## config.mk

```make
export PLATFORM = sky130hd
export DESIGN_NAME = mac_out_collector
export DESIGN_NICKNAME = d
export VERILOG_FILES = /design/src/rtl/mac_out_pkg.sv /design/src/rtl/mac_out_fifo.sv /design/src/rtl/mac_out_collector.sv
export SDC_FILE = /design/constraint.sdc
export NUM_CORES = 1
export LEC_CHECK = 0
export CORE_MARGIN = 2
export CORE_UTILIZATION = 60
export DETAILED_ROUTE_END_ITERATION = 10
export PLACE_DENSITY = 0.79
export SETUP_SLACK_MARGIN = 0.5
export SYNTH_ARGS = -nofsm -noshare
export SYNTH_HDL_FRONTEND = slang
export SYNTH_HIERARCHICAL = 1
export SYNTH_SLANG_ARGS = --single-unit
```

## constraint.sdc

```tcl
create_clock -name i_clk -period 20.7 [get_ports i_clk]
set_input_delay 3.105 -clock i_clk [delete_from_list [all_inputs] [get_ports i_clk]]
set_output_delay 3.105 -clock i_clk [all_outputs]
set_load 0.02 [all_outputs]
```

## src/rtl/mac_out_pkg.sv

```systemverilog
// Shared types and width helpers for the MAC output collector.
package mac_out_pkg;

    localparam int unsigned LANE_W = 16;

    typedef enum logic [1:0] {
        ST_RUN,
        ST_FLUSH_PUSH,
        ST_FLUSH_DRAIN
    } state_e;

    // Pointer width for an n-entry structure; never narrower than one bit.
    function automatic int unsigned ptr_bits(input int unsigned n);
        return (n > 1) ? $clog2(n) : 1;
    endfunction

    // Occupancy width: must represent 0..n inclusive.
    function automatic int unsigned cnt_bits(input int unsigned n);
        return $clog2(n) + 1;
    endfunction

endpackage

```

## src/rtl/mac_out_fifo.sv

```systemverilog
// Generic registered FIFO; head is read from storage, never bypassed from the input.
module mac_out_fifo
    import mac_out_pkg::*;
#(
    parameter int unsigned WIDTH = 8,
    parameter int unsigned DEPTH = 8
) (
    input  logic                        i_clk,
    input  logic                        i_rst,
    input  logic                        i_push,
    input  logic [WIDTH-1:0]            i_data,
    input  logic                        i_pop,
    output logic [WIDTH-1:0]            o_data,
    output logic                        o_full,
    output logic                        o_empty,
    output logic [cnt_bits(DEPTH)-1:0]  o_count
);

    localparam int unsigned PW = ptr_bits(DEPTH);
    localparam int unsigned CW = cnt_bits(DEPTH);

    logic [WIDTH-1:0] mem_q [DEPTH];
    logic [PW-1:0]    rd_q, wr_q;
    logic [CW-1:0]    cnt_q;
    logic             do_push, do_pop;

    assign o_empty = (cnt_q == '0);
    assign o_full  = (cnt_q == CW'(DEPTH));
    assign o_count = cnt_q;
    assign o_data  = o_empty ? '0 : mem_q[rd_q];

    assign do_pop  = i_pop & ~o_empty;
    assign do_push = i_push & (~o_full | do_pop);

    always_ff @(posedge i_clk) begin
        if (do_push) begin
            mem_q[wr_q] <= i_data;
        end
    end

    always_ff @(posedge i_clk) begin
        if (i_rst) begin
            rd_q  <= '0;
            wr_q  <= '0;
            cnt_q <= '0;
        end else begin
            if (do_push) wr_q <= wr_q + PW'(1);
            if (do_pop)  rd_q <= rd_q + PW'(1);
            case ({do_push, do_pop})
                2'b10:   cnt_q <= cnt_q + CW'(1);
                2'b01:   cnt_q <= cnt_q - CW'(1);
                default: cnt_q <= cnt_q;
            endcase
        end
    end

endmodule

```

## src/rtl/mac_out_collector.sv

```systemverilog
// Packs MAC results into PACK-lane words, buffers them and handles end-of-tile flush.
// Optional MAC_OUT_RELU_EN: negative results are stored as zero.
module mac_out_collector
    import mac_out_pkg::*;
#(
    parameter int unsigned PACK  = 4,
    parameter int unsigned DEPTH = 8
) (
    input  logic                     i_clk,
    input  logic                     i_rst,
    input  logic                     i_valid,
    input  logic [LANE_W-1:0]        i_conv,
    output logic                     o_inhibit,
    input  logic                     i_flush,
    output logic                     o_flush_done,
    output logic                     o_wr_valid,
    input  logic                     i_wr_ready,
    output logic [LANE_W*PACK-1:0]   o_wr_data,
    output logic [PACK-1:0]          o_wr_mask,
    output logic [15:0]              o_word_cnt
);

    localparam int unsigned WW = LANE_W * PACK;
    localparam int unsigned LB = ptr_bits(PACK);
    localparam int unsigned CW = cnt_bits(DEPTH);

    state_e            state_q, state_d;
    logic [LB-1:0]     lane_q, lane_d;
    logic [WW-1:0]     pack_q, pack_d;
    logic              done_q, done_d;
    logic [15:0]       cnt_q;

    logic              accept, push;
    logic [WW-1:0]     push_word;
    logic [PACK-1:0]   push_mask;
    logic [LANE_W-1:0] conv_eff;
    logic [WW+PACK-1:0] fifo_rdata;
    logic              fifo_full, fifo_empty;
    logic [CW-1:0]     fifo_cnt;

`ifdef MAC_OUT_RELU_EN
    assign conv_eff = i_conv[LANE_W-1] ? '0 : i_conv;
`else
    assign conv_eff = i_conv;
`endif

    assign o_inhibit    = (fifo_cnt == CW'(DEPTH)) | (state_q != ST_RUN);
    assign accept       = i_valid & ~o_inhibit;
    assign o_flush_done = done_q;
    assign o_word_cnt   = cnt_q;
    assign o_wr_valid   = ~fifo_empty;
    assign o_wr_data    = fifo_rdata[WW-1:0];
    assign o_wr_mask    = fifo_rdata[WW +: PACK];

    always_comb begin
        state_d   = state_q;
        lane_d    = lane_q;
        pack_d    = pack_q;
        done_d    = 1'b0;
        push      = 1'b0;
        push_word = pack_q;
        push_mask = '0;
        case (state_q)
            ST_RUN: begin
                if (accept) begin
                    for (int unsigned k = 0; k < PACK; k++) begin
                        if (LB'(k) == lane_q) pack_d[k*LANE_W +: LANE_W] = conv_eff;
                    end
                    if (lane_q == LB'(PACK - 1)) begin
                        push      = 1'b1;
                        push_word = pack_d;
                        push_mask = '1;
                        pack_d    = '0;
                        lane_d    = '0;
                    end else begin
                        lane_d = lane_q + LB'(1);
                    end
                end
                // Decide on the post-packing lane count so a completing result skips the partial push.
                if (i_flush) begin
                    state_d = (lane_d != '0) ? ST_FLUSH_PUSH : ST_FLUSH_DRAIN;
                end
            end
            ST_FLUSH_PUSH: begin
                if (!fifo_full) begin
                    push      = 1'b1;
                    push_word = pack_q;
                    for (int unsigned k = 0; k < PACK; k++) begin
                        push_mask[k] = (LB'(k) < lane_q);
                    end
                    pack_d  = '0;
                    lane_d  = '0;
                    state_d = ST_FLUSH_DRAIN;
                end
            end
            ST_FLUSH_DRAIN: begin
                if (fifo_empty) begin
                    done_d  = 1'b1;
                    state_d = ST_RUN;
                end
            end
            default: state_d = ST_RUN;
        endcase
    end

    always_ff @(posedge i_clk) begin
        if (i_rst) begin
            state_q <= ST_RUN;
            lane_q  <= '0;
            pack_q  <= '0;
            done_q  <= 1'b0;
            cnt_q   <= '0;
        end else begin
            state_q <= state_d;
            lane_q  <= lane_d;
            pack_q  <= pack_d;
            done_q  <= done_d;
            if (push) cnt_q <= cnt_q + 16'd1;
        end
    end

    mac_out_fifo #(
        .WIDTH (WW + PACK),
        .DEPTH (DEPTH)
    ) u_fifo (
        .i_clk   (i_clk),
        .i_rst   (i_rst),
        .i_push  (push),
        .i_data  ({push_mask, push_word}),
        .i_pop   (i_wr_ready),
        .o_data  (fifo_rdata),
        .o_full  (fifo_full),
        .o_empty (fifo_empty),
        .o_count (fifo_cnt)
    );

endmodule

```

==> qor.csv <==
stage,metric,value,unit
detailed_routing,post-route ant nets,0,
global_route,GRT overflow,0,
power,P per Cell Area,121.6,nW/um^2
clocking,clock sink count,642,
critical_path,critical path class,register to output port,
logic_synthesis,Synth top area share,64.32,%
logic_synthesis,"count leader, synth",edfxtp_1,
clocking,CTS tree,done,
global_route,first-pass GRT wire length,81.59,mm
logic_synthesis,"FFs w/ async S/R, synth",0,%
power,Leak,8.884,nW
die,Die ar.,43990,sq um
die,Die Wd,209.7,um
clocking,post-CTS setup buffers,0,
detailed_routing,Initial DRC Count,1216,
die,std cell rows,75,
place,number of I/O port buffers,107,
logic_synthesis,Synth Area per Inst,18.77,sq um
logic_synthesis,Syn. warnings,6,
sta,Max Clk Rate,0.1398,GHz
clocking,H-tree depth,2,
sta,skew final,0.02664,ns
sta,Worst-Margin Slew,1.201,ns
sta,Slew Limit Fails,0,
detailed_routing,Vias/cell,6.349,
global_route,largest net degree at the start of global routing,72,
critical_path,CP startpoint kind,register,
sta,slew margin rel.,19.92,%
logic_synthesis,Syn Inst Count,1353,
die,core area,41850,sq um
clocking,post-cts resize count,0,
logic_synthesis,Post-Syn Area,25400,sq um
logic_synthesis,"Distinct cells, synth",64,
clocking,Root Driver,clkbuf_16,
place,placer congestion estimate,0.7661,
detailed_routing,DR vias,13050,
detailed_routing,Initial DRT Pass Iterations,7,
finish,final non-filler cell total,2055,
status,outcome,finished clean,
sta,RSZ-0062 raised after global routing,no,
global_route,initial antenna violation count,2,
finish,final net count,1495,
finish,area grow syn2layout,13.47,%
sta,"Setup violations, final",0,
detailed_routing,drt total wl,53.37,mm
clocking,hold buffer count at CTS,0,
global_route,GRT Total Usage,24.99,%
worst_hold_path,worst min path class,register to register,
critical_path,"Data arrival, critical path",4.05,ns
die,IO Count,108,
detailed_routing,Remaining DRCs,0,
critical_path,Critical Path Fanout Max,46,
finish,share of layout cells above drive strength 1,18.68,%
sta,Tcrit/Tclk final,34.54,%
logic_synthesis,"FF+latch count, synth",642,
critical_path,Critical Path RT,17.59,ns
logic_synthesis,"top cells by area, synth","edfxtp_1, mux4_2, dfxtp_1",
place,"Cell Area, Placed",26890,sq um
sta,Fin. Hold Viols,0,
die,die height,209.7,um
critical_path,Crit. End Element,output port,
logic_synthesis,top cell type by total area after synthesis,edfxtp_1,
clocking,CTS clock-pin slew for the worst setup and hold paths,0.06,ns
sta,setup_tns,0,ns
logic_synthesis,sequential share of the synthesized area,72.05,%
logic_synthesis,number of enable flip-flop cells after synthesis,544,
place,DP Cell Count,1942,
die,Initial Utilization,60.68,%
logic_synthesis,Post-synth top cells,"edfxtp_1, mux4_2, dfxtp_1",
sta,Final min period,7.151,ns
clocking,CTS Buffer Depth,3,
power,Worst VDD drop,145.7,uV
run,Max Cap Viol,0,
clocking,worst skew pair latency,0.62,ns
finish,"Design Area, Final",28820,sq um
place,DP Wirelength,29.35,mm
critical_path,"setup slack, reg-to-reg",16.05,ns
global_route,number of global-route vias before repair,13560,
logic_synthesis,commonest register cell after synthesis,edfxtp_1,
finish,number of fill cells in the layout,2605,
detailed_routing,drt wl/cell,25.97,um
clocking,CTS Buf Count,59,
logic_synthesis,Syn Nets,1384,
## kinds of logic (layout without fill, tap and decap cells)
logic type | after synthesis | after routing | synth area share (%)
flip-flops | 642 | 642 | 72.05
AND/OR/NAND/NOR | 252 | 252 | 4.907
AO/OA/AOI/OAI | 99 | 99 | 3.168
multiplexers | 261 | 261 | 17.26
buffers and inverters | 82 | 244 | 1.848
other | 0 | 1 | 0
XOR/XNOR | 7 | 7 | 0.2414
adder cells (fa/ha/maj) | 10 | 10 | 0.5223
## layout by cell type, fill, tap and decap left out, drive strengths merged, types with 4 or more instances in the layout
cell type	netlist	routed
edfxtp	544	544
mux4	136	136
clkdlybuf4s50	0	107
dfxtp	98	98
nor2	95	95
clkbuf	23	84
nand2	77	77
mux2i	75	75
mux2	50	50
o2bb2ai	48	48
a21oi	21	21
and3	19	19
clkinv	0	17
buf	49	15
nand3	12	12
inv	10	12
ha	9	9
o21ai	9	9
or3	8	8
o31ai	8	8
nand2b	7	7
or4	7	7
clkinvlp	0	5
nor2b	4	4
xor2	4	4
bufinv	0	4
## worst max-delay path, stage by stage, from the launching register on
cell and delay, ns:
dfxtp_4 0.92, buf_4 0.84, mux4_2 0.62, mux2i_1 0.33, nor2_1 0.09, clkdlybuf4s50_1 0.57
## registers in the layout (all words and copies together), names as in the netlist, named ones only
register / count
o_flush_done: 1
u_fifo/mem_q: 544
lane_q: 2
u_fifo/o_count: 4
u_fifo/wr_q: 3
u_fifo/rd_q: 3
pack_q: 64
state_q: 2
o_word_cnt: 16
## power breakdown
group | total (mW) | leakage [nW] | internal (mW) | switching, mW
clock network | 1.07 | 0.936 | 0.610 | 0.458
logic | 0.911 | 2.47 | 0.411 | 0.501
registers | 1.52 | 5.47 | 1.47 | 0.0558
total | 3.50 | 8.88 | 2.49 | 1.01
## stage by stage
stage	power [mW]	utilization, %	hold WS [ns]	setup WS, ns
global route	3.637	68.85	0.4747	13.22
CTS	3.537	68.85	0.4606	13.36
finish	3.504	68.85	0.4641	13.55
global placement	2.456	64.25	0.4409	13.44
floorplan	2.153	-	0.4269	11.20
detailed placement	2.469	64.25	0.4434	13.35
## area by class of cell
type	count	area (sq um)	share of cell area, %
clock buffers	84	1662	5.766
diodes	1	2.502	0.008684
flip-flops and latches	642	18310	63.54
well taps	539	674.4	2.340
clock inverters	28	264.0	0.9162
repair buffers	122	1184	4.108
inverters	10	37.54	0.1303
multi-input cells	629	6684	23.19
## routing by layer
layer	GRT usage (%)	up-vias	wire, um
met1	33.99	6776	21330
met3	4.040	109	3652
met5	0.8899	-	18
met4	9.195	2	1565
li1	-	5641	-
met2	41.45	520	26800
## path summary, 6_finish.rpt
check | start | endpoint | cells after the start
max | register | o_wr_data[21] | 5
min | pack_q[31] | pack_q[31] | 1
max reg2reg | u_fifo/o_count[1] | u_fifo/mem_q[6][39] | 9
min reg2reg | pack_q[31] | pack_q[31] | 1
Power figures use the tool's default switching activity.
